`config.mk`:
```
export PLATFORM = sky130hd
export DESIGN_NAME = rx_data
export DESIGN_NICKNAME = d
export VERILOG_FILES = /design/src/rtl/rx_data.sv
export SDC_FILE = /design/constraint.sdc
export NUM_CORES = 1
export LEC_CHECK = 0
export CELL_PAD_IN_SITES_DETAIL_PLACEMENT = 1
export CELL_PAD_IN_SITES_GLOBAL_PLACEMENT = 1
export CORE_UTILIZATION = 45
export CTS_CLUSTER_SIZE = 14
export DETAILED_ROUTE_END_ITERATION = 10
export DONT_BUFFER_PORTS = 1
export HOLD_SLACK_MARGIN = 0.15
export PLACE_DENSITY_LB_ADDON = 0.1
export SETUP_SLACK_MARGIN = 0.05
export SLEW_MARGIN = 20
export SYNTH_ARGS = -nofsm -noshare
export SYNTH_HDL_FRONTEND = slang
export SYNTH_SLANG_ARGS = --single-unit
```
`constraint.sdc`:
```
create_clock -name clk -period 4 [get_ports clk]
set_input_delay 0.2 -clock clk [delete_from_list [all_inputs] [get_ports clk]]
set_output_delay 0.2 -clock clk [all_outputs]
set_load 0.01 [all_outputs]
```
`src/rtl/rx_data.sv`:
```
// Serial byte receiver: start(0), 8 data bits MSB first, stop(1). Delivers bytes on a
// valid/ready output register and flags framing errors and overruns.
module rx_data #(
  parameter int unsigned CLKS_PER_BIT = 1,
  parameter int unsigned SYNC_STAGES  = 0
) (
  input  logic       clk,
  input  logic       n_rst,
  input  logic       rx_in,
  input  logic       rx_ready,
  output logic [7:0] rx_byte,
  output logic       rx_valid,
  output logic       framing_err,
  output logic       overrun,
  output logic       rx_busy
);

  localparam int unsigned SampleInt = (CLKS_PER_BIT - 1) / 2;
  localparam logic [9:0]  SamplePt  = 10'(SampleInt);
  localparam logic [9:0]  LastCnt   = 10'(CLKS_PER_BIT - 1);
  // Baud offset of the edge following E0
  localparam logic [9:0]  FirstInc  = (LastCnt == 10'd0) ? 10'd0 : 10'd1;

  typedef enum logic [2:0] {StIdle, StStart, StData, StStop, StBreak} state_e;

  logic       s;
  state_e     state_q, state_d;
  logic [9:0] cnt_q, cnt_d, cnt_inc;
  logic [3:0] bit_cnt_q, bit_cnt_d;
  logic [7:0] shift_q, shift_d;
  logic [7:0] rx_byte_q, rx_byte_d;
  logic       rx_valid_q, rx_valid_d;
  logic       framing_err_q, framing_err_d;
  logic       overrun_q, overrun_d;
  logic       at_sample;
  logic       load;

  generate
    if (SYNC_STAGES == 0) begin : g_nosync
      assign s = rx_in;
    end else begin : g_sync
      logic [1:0] sync_q;
      always_ff @(posedge clk or negedge n_rst) begin
        if (!n_rst) sync_q <= 2'b11;
        else        sync_q <= {sync_q[0], rx_in};
      end
      assign s = sync_q[1];
    end
  endgenerate

  assign cnt_inc   = (cnt_q == LastCnt) ? 10'd0 : cnt_q + 10'd1;
  assign at_sample = (cnt_q == SamplePt);

  always_comb begin
    state_d       = state_q;
    cnt_d         = cnt_inc;
    bit_cnt_d     = bit_cnt_q;
    shift_d       = shift_q;
    load          = 1'b0;
    framing_err_d = 1'b0;
    unique case (state_q)
      StIdle: begin
        cnt_d = 10'd0;
        if (!s) begin
          cnt_d     = FirstInc;
          bit_cnt_d = 4'd0;
          // With a zero sample point the E0 sample is itself the start sample
          state_d   = (SamplePt == 10'd0) ? StData : StStart;
        end
      end
      StStart: begin
        if (at_sample) state_d = s ? StIdle : StData;
      end
      StData: begin
        if (at_sample) begin
          shift_d   = {shift_q[6:0], s};
          bit_cnt_d = bit_cnt_q + 4'd1;
          if (bit_cnt_q == 4'd7) state_d = StStop;
        end
      end
      StStop: begin
        if (at_sample) begin
          if (s) begin
            load    = 1'b1;
            state_d = StIdle;
          end else begin
            framing_err_d = 1'b1;
            state_d       = StBreak;
          end
        end
      end
      StBreak: begin
        if (s) state_d = StIdle;
      end
      default: state_d = StIdle;
    endcase
  end

  always_comb begin
    rx_byte_d  = load ? shift_q : rx_byte_q;
    rx_valid_d = load | (rx_valid_q & ~rx_ready);
    overrun_d  = load & rx_valid_q & ~rx_ready;
  end

  always_ff @(posedge clk or negedge n_rst) begin
    if (!n_rst) begin
      state_q       <= StIdle;
      cnt_q         <= 10'd0;
      bit_cnt_q     <= 4'd0;
      shift_q       <= 8'd0;
      rx_byte_q     <= 8'd0;
      rx_valid_q    <= 1'b0;
      framing_err_q <= 1'b0;
      overrun_q     <= 1'b0;
    end else begin
      state_q       <= state_d;
      cnt_q         <= cnt_d;
      bit_cnt_q     <= bit_cnt_d;
      shift_q       <= shift_d;
      rx_byte_q     <= rx_byte_d;
      rx_valid_q    <= rx_valid_d;
      framing_err_q <= framing_err_d;
      overrun_q     <= overrun_d;
    end
  end

  assign rx_byte     = rx_byte_q;
  assign rx_valid    = rx_valid_q;
  assign framing_err = framing_err_q;
  assign overrun     = overrun_q;
  assign rx_busy     = (state_q != StIdle);

endmodule

```
==> Word level (Yosys, flattened, before mapping) <==
Cells that the tools add are included.
{ "op_classes": {"bitwise": 5, "muxes": 20, "eq_ne": 11, "n_reduce_logical": 7, "add_sub_neg": 2} }
{ "op_table": {"columns": ["cell", "count"], "rows": [
  ["$mux 3", 7],
  ["$mux 10", 2],
  ["$pmux 3 s5", 1],
  ["$ne 2x2->1 const B", 6],
  ["$add 10x1->10 const B", 1],
  ["$logic_not 10->1", 1],
  ["$mux 4", 2],
  ["$pmux 4 s2", 1],
  ["$eq 3x2->1 const B", 2],
  ["$mux 1", 6],
  ["$reduce_and 6->1", 1],
  ["$add 4x1->4 const B", 1],
  ["$eq 4x3->1 const B", 1],
  ["$and 1x1->1", 3],
  ["$eq 3x1->1 const B", 1],
  ["$eq 3x3->1 const B", 1],
  ["$logic_not 3->1", 1],
  ["$reduce_and 3->1", 1],
  ["$reduce_bool 3->1", 1],
  ["$mux 2", 1],
  ["$reduce_and 2->1", 1],
  ["$reduce_bool 2->1", 1],
  ["$not 1->1", 1],
  ["$or 1x1->1", 1]
]} }
{ "totals": {"elab_cells": 53, "input_bits": 4, "register_bits": 36, "out_inout_bits": 12} }

==> Depth between registers and ports, before layout <==
Gate-level depths: netlist of run 1.
{ "depth": {"word_depth": 5, "mapped_depth": 6, "ltp_nobuf": 5} }

==> Least setup slack after synthesis of run 1 <==
OpenSTA, ideal clock, no wires.
{ "synth_path": {"path_type": "reg2reg", "start": "register cnt_q[0]", "end": "register rx_byte_q[0] (netlist: rx_byte[0])", "arrival_time_ns": 1.635, "setup_ns": 0.125, "slack_ns": 2.240, "required_ns": 3.875, "stages_incl_launch_ff": 6, "n_path_buf": 0, "period_less_slack_ns": 1.760, "path_cell_list": "dfrtp_1 -> inv_1 -> ha_1 -> nor4b_4 -> nand4_2 -> mux2_2"} }
{ "synth_via": {"elab_chain_len": 3} }
{ "synth_rtl": {"columns": ["item", "line", "source"], "rows": [
  ["start: declaration", "28", "logic [9:0] cnt_q, cnt_d, cnt_inc;"],
  ["start signal: assignment", "117", "cnt_q <= cnt_d;"],
  ["$logic_not 10->1", "52", "assign at_sample = (cnt_q == SamplePt);"],
  ["$mux 1", "82", "if (at_sample) begin"],
  ["$mux 1", "61", "unique case (state_q)"],
  ["end signal: assignment", "120", "rx_byte_q <= rx_byte_d;"],
  ["end: declaration", "31", "logic [7:0] rx_byte_q, rx_byte_d;"]
]} }
Every way passes these cells.
A chain may end at the register's enable or synchronous reset.

==> Final worst setup path of run 1 <==
{ "layout_path": {"start": "register cnt_q[1]", "end": "register shift_q[7]"} }
{ "layout_via": {"elab_chain_len": 2} }
{ "layout_rtl": {"columns": ["item", "line", "source"], "rows": [
  ["$logic_not 10->1", "52", null],
  ["$reduce_and 2->1 (no line)", null, null],
  ["end signal: assignment", "119", "shift_q <= shift_d;"],
  ["end: declaration", "30", "logic [7:0] shift_q, shift_d;"]
]} }
Every way passes these cells.

==> impl_metrics.tcl, run 1 <==
set metrics [dict create \
    status "finished clean" \
    clkSinkCount 36 \
    peakVddDrop_v 0.000237 \
    insertion_delay_ns 0.29 \
    synth-seq-cells 36 \
    hold_viol 0 \
    fin_tns_setup_ns 0 \
    grt_pass1_vias 1229 \
    relSlewSlack_pct 57.7 \
    cts_buffer_depth 2 \
    drive_above_1_share_pct 20.8 \
    via_count 1116 \
    ys.flop_type "dfrtp_1" \
    die_h_um 62.7 \
    fin_skew_ns 0.00464 \
    grt_first_pass_wirelength_mm 5.98 \
    grt_usage_pct 20.3 \
    cts-resized-gates 0 \
    vias_per_cell 5.72 \
    yosys.area.top_type "dfrtp_1" \
    period_share_pct 59.2 \
    async_flop_share_pct 100 \
    core_area_um2 3440 \
    antennaDiodeCount 0 \
    hold_path_class "primary input to register" \
    die-area_um2 3940 \
    p_sw_share_pct 31.6 \
    finalPower_uw 1120 \
    clk_pin_slew_ns 0.07 \
    p_switching_uw 354 \
    grt_setup_unrepaired "no" \
    num_rows 21 \
    die_x_um 62.7 \
    io_pins 16 \
    min_period_ns 2.37 \
    port-buffer-count 0 \
    synth.top_cell.area_share_pct 54.3 \
    cts-buffers-inserted 5 \
    fmax_mhz 422 \
    finalSetupViolations 0 \
    cp_max_fo 11 \
    grt_max_degree 37 \
    slew_violations 0 \
    synth_nets 150 \
    ys_types 34 \
    worstPathRequired_ns 4.18 \
    clock_power_share_pct 24.1 \
    avgSynthCellArea_um2 11.6 \
    wire_per_inst_um 17.5 \
    synth_most_common_cell "dfrtp_1" \
    fin_cells 195 \
    mappedNetlistArea_um2 1660 \
    leakage_uw 0.000779 \
    cts-root-buf "clkbuf_8" \
    start_kind "register" \
    area_delta_synth_final_pct 10.6 \
    p_per_area_nw_per_um2 611 \
    p_int_uw 766 \
    cts_tree "built" \
    drtIter0Drc 52 \
    ys_seq_area_share_pct 54.3 \
    worst_slew_pin_slew_ns 0.632 \
    drc 0 \
    globalRouteOverflowTotal 0 \
    cts_setup_buffers 0 \
    nNetsFinal 155 \
    synth_common_cells "dfrtp_1, mux2_2, inv_1" \
    gp_congestion 0.816 \
    synthTopCellsByArea "dfrtp_1, mux2_2, ha_1" \
    initial_core_util_pct 48.2 \
    syn_inst 143 \
    cp.arrival_ns 2.55 \
    dr.pass1.iters 4 \
    combPwrFrac_pct 23.7 \
    antenna_found_initial 0 \
    placed_cells 183 \
    p_seq_share_pct 52.2 \
    hpwl_mm 2.32 \
    cap_viol_max_count 0 \
    worstSetupPathType "register to register" \
    ys_warn_count 0 \
    ant_nets 0 \
    synth-edff-count 0 \
    postCtsHoldBufs 4 \
    worst_setup_path_end_kind "register" \
    routed_wl_mm 3.41 \
    htree_levels 2 \
]
-- logic make-up after synthesis --
kind of cell             after synthesis  synth area share (%)
buffers and inverters                 15                  3.62
adder cells (fa/ha/maj)                3                  2.26
multiplexers                          19                  12.7
XOR/XNOR                               4                  2.11
AO/OA/AOI/OAI                         18                  6.93
flip-flops                            36                  54.3
AND/OR/NAND/NOR                       48                  18.2
-- final cells by class --
| class | count | area [µm²] |
|---|---|---|
| repair buffers | 4 | 50.0 |
| multi-input cells | 92 | 699 |
| clock inverters | 1 | 7.51 |
| flip-flops and latches | 36 | 901 |
| fillers | 363 | 1610 |
| clock buffers | 7 | 86.3 |
| well taps | 46 | 57.6 |
| inverters | 9 | 33.8 |
-- sequential cells by signal, indices dropped and copies added (netlist names) --
name / count
overrun: 1
state_q: 3
rx_byte: 8
bit_cnt_q: 4
framing_err: 1
rx_valid: 1
cnt_q: 10
shift_q: 8
-- stage by stage --
step | setup slack (ns) | instance area [µm²] | hold slack [ns] | util, %
floorplan | 2.24 | 1660 | -0.0956 | -
global placement | 1.73 | 1690 | -0.0949 | 49.1
detailed placement | 1.62 | 1690 | -0.0949 | 49.1
CTS | 1.61 | 1840 | 0.174 | 53.3
global route | 1.40 | 1840 | 0.221 | 53.3
finish | 1.63 | 1840 | 0.194 | 53.3
-- per-layer routing --
layer	track usage, %	share of wire (%)	up-vias
li1	-	-	522
met1	23.6	43	569
met2	34.6	52	18
met3	4.56	2.8	7
met4	10.5	2.3	0
met5	0	0	-
-- layout by cell type (no fill, tap or decap), types with 6 or more instances in the layout --
cell and instances:
dfrtp_1 36, nand2_1 8, nand4_1 6, nor2_1 8, clkbuf_8 6, nand3_1 6, inv_1 9, a21oi_1 7
mux2_2 16
-- worst max-delay path: stages (launching register included) --
cell	delay (ns)
dfrtp_1	0.44
inv_1	0.08
ha_1	0.14
nor4b_4	0.46
nand4_1	0.64
mux2_2	0.49
-- final timing paths --
kind                                          startpoint                  endpoint  slack, ns  cells after the start
worst max-delay path                  cnt_q[1]$_DFF_PN0_    shift_q[7]$_DFFE_PN0P_       1.63                      5
worst min-delay path                               rx_in    state_q[1]$_DFFE_PN0P_       0.19                      2
worst max register to register        cnt_q[1]$_DFF_PN0_    shift_q[7]$_DFFE_PN0P_       1.63                      5
worst min register to register  bit_cnt_q[0]$_DFFE_PN0P_  bit_cnt_q[0]$_DFFE_PN0P_       0.52                      1
max in group asynchronous                          n_rst        cnt_q[9]$_DFF_PN0_       3.40                      2
min in group asynchronous                          n_rst    state_q[0]$_DFFE_PN0P_       0.41                      2
-- power by group through the flow --
| stage | clock, µW | sequential (µW) | combinational (µW) |
|---|---|---|---|
| 3_3_place_gp | 0 | 586 | 236 |
| 5_1_grt | 290 | 601 | 302 |
| 2_1_floorplan | 0 | 552 | 230 |
| 6_report | 270 | 585 | 266 |
| 3_5_place_dp | 0 | 594 | 255 |
| 4_1_cts | 276 | 587 | 271 |
No activity file was read; power rests on OpenSTA's default activity.
==> inputs of run 2 (changes only) <==
==> constraint.sdc (replaced) <==
create_clock -name clk -period 2.4 [get_ports clk]
set_input_delay 0.12 -clock clk [delete_from_list [all_inputs] [get_ports clk]]
set_output_delay 0.12 -clock clk [all_outputs]
set_load 0.01 [all_outputs]
==> impl_metrics.tcl, run 2 (synthesized netlist as in run 1, its figures left out) <==
set metrics [dict create \
    grt_usage_pct 19.8 \
    die_h_um 62.7 \
    p_int_uw 1250 \
    clkSinkCount 36 \
    via_count 1112 \
    largest_register_ffs 10 \
    regArea_um2 901 \
    p_sw_share_pct 31.9 \
    grt_first_pass_wirelength_mm 5.91 \
    worst_slew_pin_slew_ns 0.505 \
    cts_buffer_depth 2 \
    area_delta_synth_final_pct 10.5 \
    p_per_area_nw_per_um2 1000 \
    insertion_delay_ns 0.28 \
    gp_congestion 0.774 \
    port-buffer-count 0 \
    status "finished clean" \
    drtIter0Drc 53 \
    clk_pin_slew_ns 0.07 \
    grt_setup_unrepaired "no" \
    p_seq_share_pct 53.2 \
    cts-resized-gates 0 \
    cp_max_fo 11 \
    grt_max_degree 37 \
    peakVddDrop_v 0.000343 \
    combPwrFrac_pct 25.2 \
    min_period_ns 1.85 \
    wire_per_inst_um 17.2 \
    layout_common_cells "dfrtp_1, mux2_2, inv_1, nand2_1, nor2_1" \
    finalSetupViolations 0 \
    fin_skew_ns 0.00352 \
    cts-buffers-inserted 5 \
    nNetsFinal 157 \
    multi_input_area_um2 699 \
    die-area_um2 3940 \
    p_switching_uw 588 \
    dr.pass1.iters 3 \
    ant_nets 0 \
    period_share_pct 77.0 \
    die_x_um 62.7 \
    cap_viol_max_count 0 \
    globalRouteOverflowTotal 0 \
    core_area_um2 3440 \
    top_register "cnt_q" \
    drive_above_1_share_pct 21.3 \
    leakage_uw 0.000785 \
    num_rows 21 \
    final_util_pct 53.3 \
    fin_tns_setup_ns 0 \
    htree_levels 2 \
    cts-root-buf "clkbuf_8" \
    worstPathRequired_ns 2.57 \
    cp.arrival_ns 2.02 \
    worstSetupPathType "register to register" \
    hold_path_class "primary input to register" \
    drc 0 \
    vias_per_cell 5.67 \
    io_pins 16 \
    start_kind "register" \
    slew_violations 0 \
    worst_setup_path_end_kind "register" \
    hold_viol 0 \
    antenna_found_initial 0 \
    antennaDiodeCount 0 \
    routed_wl_mm 3.37 \
    final_common_cell "dfrtp_1" \
    fmax_mhz 541 \
    cts_tree "built" \
    nFillCells 367 \
    clock_power_share_pct 21.6 \
    initial_core_util_pct 48.2 \
    grt_pass1_vias 1179 \
    relSlewSlack_pct 66.2 \
    hpwl_mm 2.26 \
]
[run 2: metrics by stage]
step                      instance area, µm²  power (µW)  setup WS [ns]  cells  hold WS (ns)
after detailed placement                1710        1440          0.535    185        -0.175
after floorplan                         1660        1300          0.640    143        -0.176
after CTS                               1830        1860          0.523    196         0.227
after global routing                    1830        1960          0.394    196         0.236
after global placement                  1710        1380          0.596    185        -0.175
final                                   1830        1840          0.551    196         0.234
[run 2: worst max-delay path, stage by stage (launching register included)]
cell and delay (ns):
dfrtp_1 0.44, inv_1 0.09, ha_1 0.15, nor4b_4 0.25, buf_4 0.21, nand4_1 0.09, buf_4 0.22, mux2_2 0.28
[run 2: area by class of cell]
| cell class | count | share of cell area, % |
|---|---|---|
| Inverter | 9 | 1.84 |
| Sequential cell | 36 | 49.1 |
| Clock inverter | 1 | 0.273 |
| Multi-Input combinational cell | 92 | 38.1 |
| Tap cell | 46 | 3.14 |
| Timing Repair Buffer | 6 | 3.55 |
| Clock buffer | 6 | 3.96 |
[run 2: per-layer routing]
layer,vias to the layer above,track usage [%],wire (µm)
met3,6,6.02,111
met5,-,0,0
met4,0,6.98,51
li1,524,-,-
met2,15,32.5,1680
met1,567,24.6,1520
[run 2: timing repair]
action                    CTS  global route
buffers inserted            0             0
hold endpoints to repair   42             0
hold buffers                4             0
[run 2: final timing paths]
path / cells after the start / end / slack [ns] / from
worst max-delay path: 7 / shift_q[3]$_DFFE_PN0P_ / 0.55 / cnt_q[0]$_DFF_PN0_
worst min-delay path: 3 / bit_cnt_q[0]$_DFFE_PN0P_ / 0.23 / rx_in
worst max register to register: 7 / shift_q[3]$_DFFE_PN0P_ / 0.55 / cnt_q[0]$_DFF_PN0_
worst min register to register: 1 / rx_byte[7]$_DFFE_PN0P_ / 0.51 / shift_q[7]$_DFFE_PN0P_
max in group asynchronous: 2 / state_q[0]$_DFFE_PN0P_ / 1.90 / n_rst
min in group asynchronous: 2 / overrun$_DFF_PN0_ / 0.33 / n_rst
[run 2: power groups by stage]
stage	combinational [µW]	clock (µW)	sequential [µW]
2_1_floorplan	384	0	921
3_3_place_gp	406	0	972
3_5_place_dp	446	0	991
4_1_cts	472	412	980
5_1_grt	517	440	1010
6_report	464	397	980
